--- src/rtl/aes_pkg.sv ---
// Shared constants, FSM state type and FIPS-197 reference round keys
// for the AES-128 round-key store.
package aes_pkg;

    localparam int unsigned NR     = 10;
    localparam int unsigned KW     = 128;
    localparam int unsigned RIDX_W = 4;

    localparam logic [RIDX_W-1:0] RIDX_MAX = RIDX_W'(NR);

    typedef enum logic [1:0] {
        IDLE   = 2'd0,
        FILL   = 2'd1,
        FULL   = 2'd2,
        LOCKED = 2'd3
    } rks_state_e;

    // Expanded schedule of cipher key 2b7e1516_28aed2a6_abf71588_09cf4f3c
    localparam logic [KW-1:0] FIPS_RK [NR+1] = '{
        128'h2b7e1516_28aed2a6_abf71588_09cf4f3c,
        128'ha0fafe17_88542cb1_23a33939_2a6c7605,
        128'hf2c295f2_7a96b943_5935807a_7359f67f,
        128'h3d80477d_4716fe3e_1e237e44_6d7a883b,
        128'hef44a541_a8525b7f_b671253b_db0bad00,
        128'hd4d1c6f8_7c839d87_caf2b8bc_11f915bc,
        128'h6d88a37a_110b3efd_dbf98641_ca0093fd,
        128'h4e54f70e_5f5fc9f3_84a64fb2_4ea6dc4f,
        128'head27321_b58dbad2_312bf560_7f8d292f,
        128'hac7766f3_19fadc21_28d12941_575c006e,
        128'hd014f9a8_c9ee2589_e13f0cc8_b6630ca6
    };

endpackage

--- src/rtl/aes_round_key_store_if.sv ---
// Key-load, write, lock and read signals between the key-expansion
// pipeline / round unit (master) and the round-key store (slave).
interface aes_round_key_store_if;
    import aes_pkg::*;

    logic              key_load;
    logic              rk_valid;
    logic [RIDX_W-1:0] rk_round;
    logic [KW-1:0]     rk_data;
    logic              rk_ready;
    logic              lock;
    logic              keys_ready;
    logic              rd_en;
    logic [RIDX_W-1:0] rd_round;
    logic [KW-1:0]     rd_data;
    logic              rd_valid;
    logic              load_rej;
    logic              err_range;
    logic              err_dup;

    modport master (
        output key_load, rk_valid, rk_round, rk_data, lock, rd_en, rd_round,
        input  rk_ready, keys_ready, rd_data, rd_valid, load_rej, err_range, err_dup
    );

    modport slave (
        input  key_load, rk_valid, rk_round, rk_data, lock, rd_en, rd_round,
        output rk_ready, keys_ready, rd_data, rd_valid, load_rej, err_range, err_dup
    );

endinterface

--- src/rtl/aes_rk_bank.sv ---
// (NR+1) x KW round-key register array: one write port, one registered
// read port. Storage is not reset; only the read register is.
module aes_rk_bank
    import aes_pkg::*;
(
    input  logic              clk,
    input  logic              rst,
    input  logic              we,
    input  logic [RIDX_W-1:0] waddr,
    input  logic [KW-1:0]     wdata,
    input  logic              re,
    input  logic [RIDX_W-1:0] raddr,
    output logic [KW-1:0]     rdata
);

    logic [KW-1:0] mem [NR+1];

    // Callers only assert we/re with an address in 0..NR.
    always_ff @(posedge clk) begin
        if (we) begin
            mem[waddr] <= wdata;
        end
    end

    always_ff @(posedge clk or posedge rst) begin
        if (rst) begin
            rdata <= '0;
        end else if (re) begin
            rdata <= mem[raddr];
        end
    end

endmodule

--- src/rtl/aes_round_key_store.sv ---
// Collects the NR+1 AES round keys into a local bank and serves them by
// round index; the bank is locked while the round unit has a block in flight.
module aes_round_key_store
    import aes_pkg::*;
(
    input  logic                        clk,
    input  logic                        rst,
    aes_round_key_store_if.slave        bus
);

    rks_state_e  state, state_nxt;
    logic [NR:0] mask, mask_nxt;
    logic [NR:0] wr_sel;
    logic        wr_req, wr_range, wr_ok, wr_dup;
    logic        rd_range, rd_ok;

    assign bus.rk_ready   = (state == FILL);
    assign bus.keys_ready = (state == FULL) || (state == LOCKED);

    // key_load takes priority over a same-cycle write, which is dropped.
    assign wr_req   = bus.rk_valid && (state == FILL) && !bus.key_load;
    assign wr_range = wr_req && (bus.rk_round > RIDX_MAX);
    assign wr_ok    = wr_req && !wr_range;

    assign rd_range = bus.rd_en && (bus.rd_round > RIDX_MAX);
    assign rd_ok    = bus.rd_en && bus.keys_ready && !rd_range;

    always_comb begin
        wr_sel = '0;
        for (int unsigned i = 0; i <= NR; i++) begin
            if (wr_ok && (bus.rk_round == RIDX_W'(i))) begin
                wr_sel[i] = 1'b1;
            end
        end
    end

    assign wr_dup = |(wr_sel & mask);

    always_comb begin
        state_nxt = state;
        mask_nxt  = mask;
        unique case (state)
            IDLE: begin
                if (bus.key_load) begin
                    state_nxt = FILL;
                    mask_nxt  = '0;
                end
            end
            FILL: begin
                if (bus.key_load) begin
                    mask_nxt = '0;
                end else begin
                    if (mask == '1) begin
                        state_nxt = FULL;
                    end
                    mask_nxt = mask | wr_sel;
                end
            end
            FULL: begin
                if (bus.lock) begin
                    state_nxt = LOCKED;
                end else if (bus.key_load) begin
                    state_nxt = FILL;
                    mask_nxt  = '0;
                end
            end
            LOCKED: begin
                if (!bus.lock) begin
                    state_nxt = FULL;
                end
            end
            default: begin
                state_nxt = IDLE;
                mask_nxt  = '0;
            end
        endcase
    end

    always_ff @(posedge clk or posedge rst) begin
        if (rst) begin
            state         <= IDLE;
            mask          <= '0;
            bus.rd_valid  <= 1'b0;
            bus.load_rej  <= 1'b0;
            bus.err_range <= 1'b0;
            bus.err_dup   <= 1'b0;
        end else begin
            state         <= state_nxt;
            mask          <= mask_nxt;
            bus.rd_valid  <= rd_ok;
            bus.load_rej  <= bus.key_load && (state == LOCKED);
            bus.err_range <= wr_range || rd_range;
            bus.err_dup   <= wr_dup;
        end
    end

    aes_rk_bank u_bank (
        .clk   (clk),
        .rst   (rst),
        .we    (wr_ok),
        .waddr (bus.rk_round),
        .wdata (bus.rk_data),
        .re    (rd_ok),
        .raddr (bus.rd_round),
        .rdata (bus.rd_data)
    );

endmodule
--- src/flat_wrapper.sv ---
// flat-port wrapper written by rule: the top's interface ports become plain ports
module aes_round_key_store_flat import aes_pkg::*;
  (clk, rst, bus_key_load, bus_rk_valid, bus_rk_round, bus_rk_data, bus_lock, bus_rd_en, bus_rd_round, bus_rk_ready, bus_keys_ready, bus_rd_data, bus_rd_valid, bus_load_rej, bus_err_range, bus_err_dup);
  aes_round_key_store_if bus_i ();
  input  logic clk;
  input  logic rst;
  input wire logic [$bits(bus_i.key_load)-1:0] bus_key_load;
  input wire logic [$bits(bus_i.rk_valid)-1:0] bus_rk_valid;
  input wire logic [$bits(bus_i.rk_round)-1:0] bus_rk_round;
  input wire logic [$bits(bus_i.rk_data)-1:0] bus_rk_data;
  input wire logic [$bits(bus_i.lock)-1:0] bus_lock;
  input wire logic [$bits(bus_i.rd_en)-1:0] bus_rd_en;
  input wire logic [$bits(bus_i.rd_round)-1:0] bus_rd_round;
  output wire logic [$bits(bus_i.rk_ready)-1:0] bus_rk_ready;
  output wire logic [$bits(bus_i.keys_ready)-1:0] bus_keys_ready;
  output wire logic [$bits(bus_i.rd_data)-1:0] bus_rd_data;
  output wire logic [$bits(bus_i.rd_valid)-1:0] bus_rd_valid;
  output wire logic [$bits(bus_i.load_rej)-1:0] bus_load_rej;
  output wire logic [$bits(bus_i.err_range)-1:0] bus_err_range;
  output wire logic [$bits(bus_i.err_dup)-1:0] bus_err_dup;
  assign bus_i.key_load = bus_key_load;
  assign bus_i.rk_valid = bus_rk_valid;
  assign bus_i.rk_round = bus_rk_round;
  assign bus_i.rk_data = bus_rk_data;
  assign bus_i.lock = bus_lock;
  assign bus_i.rd_en = bus_rd_en;
  assign bus_i.rd_round = bus_rd_round;
  assign bus_rk_ready = bus_i.rk_ready;
  assign bus_keys_ready = bus_i.keys_ready;
  assign bus_rd_data = bus_i.rd_data;
  assign bus_rd_valid = bus_i.rd_valid;
  assign bus_load_rej = bus_i.load_rej;
  assign bus_err_range = bus_i.err_range;
  assign bus_err_dup = bus_i.err_dup;
  aes_round_key_store u_core (.clk(clk), .rst(rst), .bus(bus_i));
endmodule
--- config.mk ---
export PLATFORM = sky130hd
export DESIGN_NAME = aes_round_key_store_flat
export DESIGN_NICKNAME = d
export VERILOG_FILES = /design/src/rtl/aes_pkg.sv /design/src/rtl/aes_round_key_store_if.sv /design/src/rtl/aes_rk_bank.sv /design/src/rtl/aes_round_key_store.sv /design/src/flat_wrapper.sv
export SDC_FILE = /design/constraint.sdc
export NUM_CORES = 2
export LEC_CHECK = 0
export ABC_AREA = 1
export ABC_CLOCK_PERIOD_IN_PS = 24600
export CAP_MARGIN = 20
export CORE_AREA = 2 2 482 293
export DETAILED_ROUTE_END_ITERATION = 6
export DIE_AREA = 0 0 484 295
export GPL_ROUTABILITY_DRIVEN = 0
export PLACE_DENSITY_LB_ADDON = 0.1
export SLEW_MARGIN = 20
export SYNTH_ARGS = -nofsm -noshare
export SYNTH_HDL_FRONTEND = slang
export SYNTH_SLANG_ARGS = --single-unit
--- constraint.sdc ---
create_clock -name clk -period 24.6 [get_ports clk]
set_clock_uncertainty 0.1 [all_clocks]
set_input_delay 2.46 -clock clk [delete_from_list [all_inputs] [get_ports clk]]
set_output_delay 2.46 -clock clk [all_outputs]
set_load 0.01 [all_outputs]
-- Word-level counts from Yosys, hierarchy flattened
Memories as Yosys holds them, arrays and structs flattened. A register that Yosys moved wholly into a read port is not among the register bits.
Cells that the tools add are included.
- order comparisons: 2
- eq/ne operators: 18
- multiplexer cells: 23
- bitwise logic cells: 2
- reductions and logical operators: 30
- operator list (operator ; number):
    $mux 11 ; 3
    $pmux 11 s3 ; 1
    $logic_and 1x1->1 ; 19
    $eq 4x3->1 const B ; 4
    $mux 1 ; 13
    $eq 4x4->1 const B ; 3
    $and 11x11->11 ; 1
    $eq 11x11->1 const B ; 1
    $or 11x11->11 ; 1
    $reduce_or 11->1 ; 1
    $mux 2 ; 5
    $eq 4x2->1 const B ; 2
    $gt 4x4->1 const B ; 2
    $pmux 2 s4 ; 1
    $ne 2x2->1 const B ; 3
    $eq 2x2->1 const B ; 2
    $eq 4x1->1 const B ; 1
    $logic_not 4->1 ; 1
    $logic_not 1->1 ; 3
    $reduce_and 3->1 ; 1
    $reduce_bool 3->1 ; 1
    $eq 2x1->1 const B ; 1
    $logic_not 2->1 ; 1
    $logic_or 1x1->1 ; 2
    other kinds (2) ; 2
- register bits after elaboration: 17
- bits in writable memories: 1408
- bits of input ports: 142
- output and inout port bits: 134
- word-level logic and storage cells: 82
- memories kept: 1
- memory list (name ; depth ; bits a word ; read ports ; clocked after memory_dff ; write ports ; RTL line ; text):
    u_core.u_bank.mem ; 11 ; 128 ; 1 ; 1 ; 1 ; aes_rk_bank.sv:16 ; logic [KW-1:0] mem [NR+1];

-- Longest topological paths before layout
- depth after elaboration: 11
- depth in mapped cells: 10
- gate-level depth less buffers: 9

-- Hierarchy
From an unflattened synthesis, not the netlist that was laid out.
- cells, all modules: 5838
- area, all modules: 63861.2 um2
- modules (own cells, without submodules) (module ; instances ; cells an instance ; area each (um2) ; sequential area each (um2)):
    aes_rk_bank ; 1 ; 5714 ; 62916.6 ; 45483.6
    aes_round_key_store ; 1 ; 124 ; 944.7 ; 425.4

-- Worst setup path before layout
Ideal clock, no wire load.
- kind: in2reg
- from: input bus_rk_round[0]
- to: memory u_core.u_bank.mem[5][0] (enable)
- setup time: 0.774 ns
- arrival: 11.608 ns
- required time: 23.726 ns
- path slack: 12.117 ns
- stages on the path: 5
- path buffers: 0
- cells stage by stage: nand2_1 nand2_1 nand2_1 nand2_1 nor3_1
- word-level cells in the longest chain between the ends: 6
- ends and longest elaborated chain (element ; RTL line ; text):
    start, declared ; flat_wrapper.sv:9 ; input wire logic [$bits(bus_i.rk_round)-1:0] bus_rk_round;
    $gt 4x4->1 ; aes_round_key_store.sv:22 ; assign wr_range = wr_req && (bus.rk_round > RIDX_MAX);
    $logic_and 1x1->1 ; aes_round_key_store.sv:22 ;
    $logic_not 1->1 ; aes_round_key_store.sv:23 ; assign wr_ok = wr_req && !wr_range;
    $logic_and 1x1->1 ; aes_round_key_store.sv:23 ;
    $mux 1 ; aes_rk_bank.sv:20 ; if (we) begin
    $mux 1 (implied by the code) ; aes_rk_bank.sv:21 ; mem[waddr] <= wdata;
    end, declared ; aes_rk_bank.sv:16 ;
Several ways; a longest one is shown, not always the timed one.

-- Worst setup path after layout
- from: input bus_rd_round[1]
- to: register u_core.u_bank.rdata[54] (read register of u_core.u_bank.mem)
- word-level cells in the longest chain between the ends: 4
- ends and longest elaborated chain (element ; RTL line ; text):
    start, declared ; flat_wrapper.sv:13 ; input wire logic [$bits(bus_i.rd_round)-1:0] bus_rd_round;
    $gt 4x4->1 ; aes_round_key_store.sv:25 ; assign rd_range = bus.rd_en && (bus.rd_round > RIDX_MAX);
    $logic_and 1x1->1 ; aes_round_key_store.sv:25 ;
    $logic_not 1->1 ; aes_round_key_store.sv:26 ; assign rd_ok = bus.rd_en && bus.keys_ready && !rd_range;
    $logic_and 1x1->1 ; aes_round_key_store.sv:26 ;
    end, declared ; aes_rk_bank.sv:13 ; output logic [KW-1:0] rdata
Several ways; a longest one is shown, not always the timed one.
A chain may end at the register's enable or synchronous reset.

==> impl_metrics.csv <==
group,metric,value,unit
outcome,status,"finished clean",
synthesis,synth_top_area_share,68.4,%
pwr,powerDensity,86.5,nW/um^2
synthesis,synthArstFlopShare,9.34,%
synthesis,synth_most_common_cell,"edfxtp_1",
setup_path,cp.arrival,6.85,ns
sta,fin_ws,18.29,ns
floorplanning,die-area,143000,um^2
final_layout,fin_util,51.1,%
setup_path,startpoint_type,"primary input",
grt,grt_pass1_vias,36400,
worst_hold_path,hold_depth,2,
synthesis,syn_area_per_cell,12.9,um^2
clock_tree,cts_buffers,147,
clock_tree,ctsHoldBuffers,0,
placed_design,post-place-ws,17.48,ns
route,drc,0,
sta,fmax,0.158,GHz
placed_design,port_buffers,275,
clock_tree,cts_tree,"yes",
final_layout,final_area,70600,um^2
sta,slew_viol_final,0,
sta,rsz0062_at_grt,"no",
sta,setup_tns,0,ns
floorplanning,core-area,138000,um^2
clock_tree,htreeDepth,4,
setup_path,crit_fanout,176,
worst_hold_path,min_from,"u_core.u_bank.rdata[45]",
final_layout,area_growth,14.3,%
synthesis,synth_common_cells,"edfxtp_1, nand2_1, nor3_1",
setup_path,critical_path_class,"in2reg",
final_layout,regArea,45900,um^2
grt,track_usage,23.3,%
route,ant_nets,0,
sta,setup_violations,0,
synthesis,syn_inst,4795,
pwr,vdd_drop_max,0.0000489,V
sta,hold_viol_final,0,
synthesis,synth_area_leaders,"edfxtp_1, dfrtp_1, nand2_1",
synthesis,yosysSeqAreaShare,74.3,%
synthesis,ys_warn_count,0,
synthesis,synth-edff-count,1408,
final_layout,drive_above_1_share,9.60,%
setup_path,r2r-end,"u_core.u_bank.mem[9][3]",
route,first_iter_violations,3286,
floorplanning,dieWidth,484,um
synthesis,yosysUniqueCellTypes,26,
clock_tree,cts_sinks,1553,
flow_run,maxCapViolations,0,
clock_tree,clock_latency,0.76,ns
floorplanning,die_height,295,um
grt,grt_pass1_wl,249000,um
final_layout,nFillCells,11900,
synthesis,synth_flop_cell,"edfxtp_1",
floorplanning,num_io_pins,276,
synthesis,netlist_area,61800,um^2
clock_tree,post_cts_buffers,0,
worst_hold_path,holdPathEnd,"u_core.u_bank.rdata[45]",
final_layout,final_nets,5101,
final_layout,multi_input_area,13200,um^2
clock_tree,clockRootBuffer,"clkbuf_16",
setup_path,endpoint_kind,"register",
grt,grt_max_degree,207,
route,viasPerCell,5.40,
placed_design,dp_hpwl,78200,um
route,wl,167000,um
clock_tree,clk_path_buf_depth,3,
pwr,leakage,24.6,nW
route,vias,37400,
clock_tree,post_cts_resized,0,
route,wl_per_cell,24.1,um
setup_path,worstPathRequired,25.13,ns
route,dr.pass1.iters,6,
sta,period_share,25.7,%
floorplanning,rows,106,
setup_path,r2r_start,"u_core.state[1]",
floorplanning,initial_core_util,44.7,%
synthesis,synth_top_cell_by_area,"edfxtp_1",
setup_path,r2r_slack,20.41,ns
synthesis,synth-seq-cells,1553,
sta,maxSlewHeadroom,19.0,%
sta,fin_crit,6.31,ns
grt,grt-ovfl-total,0,
synthesis,syn_nets,4937,
grt,antenna_found_initial,19,
sta,worstMarginPinSlew,1.22,ns
placed_design,place_area,65800,um^2
clock_tree,clk_pin_slew,0.06,ns
worst_hold_path,holdCritPathClass,"reg2reg",
setup_path,reg2regPathDepth,8,
## routing by layer
metal	GRT usage [%]	wire length [um]
met4	5.34	2320
met5	0	159
met3	3.98	9440
met2	36.4	76100
met1	34.5	78700
## critical path, cell delays in order
cell and delay (ns):
buf_8 0.19, inv_8 0.72, buf_12 0.74, buf_4 0.88
buf_4 0.93, o211ai_1 0.19, nand2_1 0.12, nand3_1 0.13
nand2_1 0.12, nand2_1 0.05
## through the flow
stage / total power [W] / std cells / hold WS (ns)
final: 0.00611 / 6923 / 0.377
after global routing: 0.00634 / 6922 / 0.397
after CTS: 0.00617 / 6918 / 0.383
after detailed placement: 0.00388 / 6645 / 0.366
after global placement: 0.00388 / 6645 / 0.364
after floorplan: 0.00345 / 4795 / 0.364
## cell usage in the layout (no fill, tap or decap), types with 3 or more instances in the layout
cell type and n:
edfxtp_1 1408, nand2_1 794, nor3_1 432, a21oi_1 391, inv_1 275, clkdlybuf4s50_1 272
nor2_1 270, o211ai_1 255, clkbuf_16 157, dfrtp_1 145, nand3_1 134, o21ai_0 131
or2_2 129, nor3_2 83, clkbuf_1 53, buf_4 43, clkinv_2 22, clkinv_1 15
clkbuf_8 12, nand4_1 11, bufinv_16 10, inv_8 8, buf_12 8, o21a_1 7
diode_2 4, nor2_4 4, inv_6 3, clkinvlp_4 3
## cells by family after synthesis
group	share of synthesized area [%]
AOI/OAI and AO/OA	7.42
buffers and inverters	4.42
DFF	74.3
and+or+nand+nor	13.8
## cell type report
type	instances	area share [%]
flip-flops and latches	1553	65.0
well taps	1836	3.25
clock inverters	51	0.712
multi-input cells	2645	18.7
diodes	4	0.0142
inverters	285	1.61
repair buffers	327	4.64
clock buffers	222	6.08
## report_power, final
group          internal, W  switching (W)
clock              0.00131       0.000977
sequential         0.00300       0.000104
combinational     0.000305       0.000411
total              0.00461        0.00149
## flip-flops by register name (all words and copies together), names as in the netlist
name,flops
u_core.u_bank.mem,1408
u_core.bus.rd_valid,1
u_core.bus.err_dup,1
u_core.bus.load_rej,1
u_core.state,2
u_core.mask,11
u_core.u_bank.rdata,128
u_core.bus.err_range,1
## how the worst max path moves through the flow
stage	from	to	slack, ns	cells past startpoint
final	bus_rd_round[1]	u_core.u_bank.rdata[54]	18.29	10
after floorplan	bus_rk_round[0]	u_core.u_bank.mem[5][0]	12.12	5
after global routing	bus_rd_round[1]	u_core.u_bank.rdata[54]	17.99	10
after global placement	bus_rd_round[1]	u_core.u_bank.rdata[54]	17.49	10
after detailed placement	bus_rd_round[1]	u_core.u_bank.rdata[54]	17.48	10
after CTS	bus_rd_round[1]	u_core.u_bank.rdata[54]	18.30	10
Power figures use the tool's default switching activity.
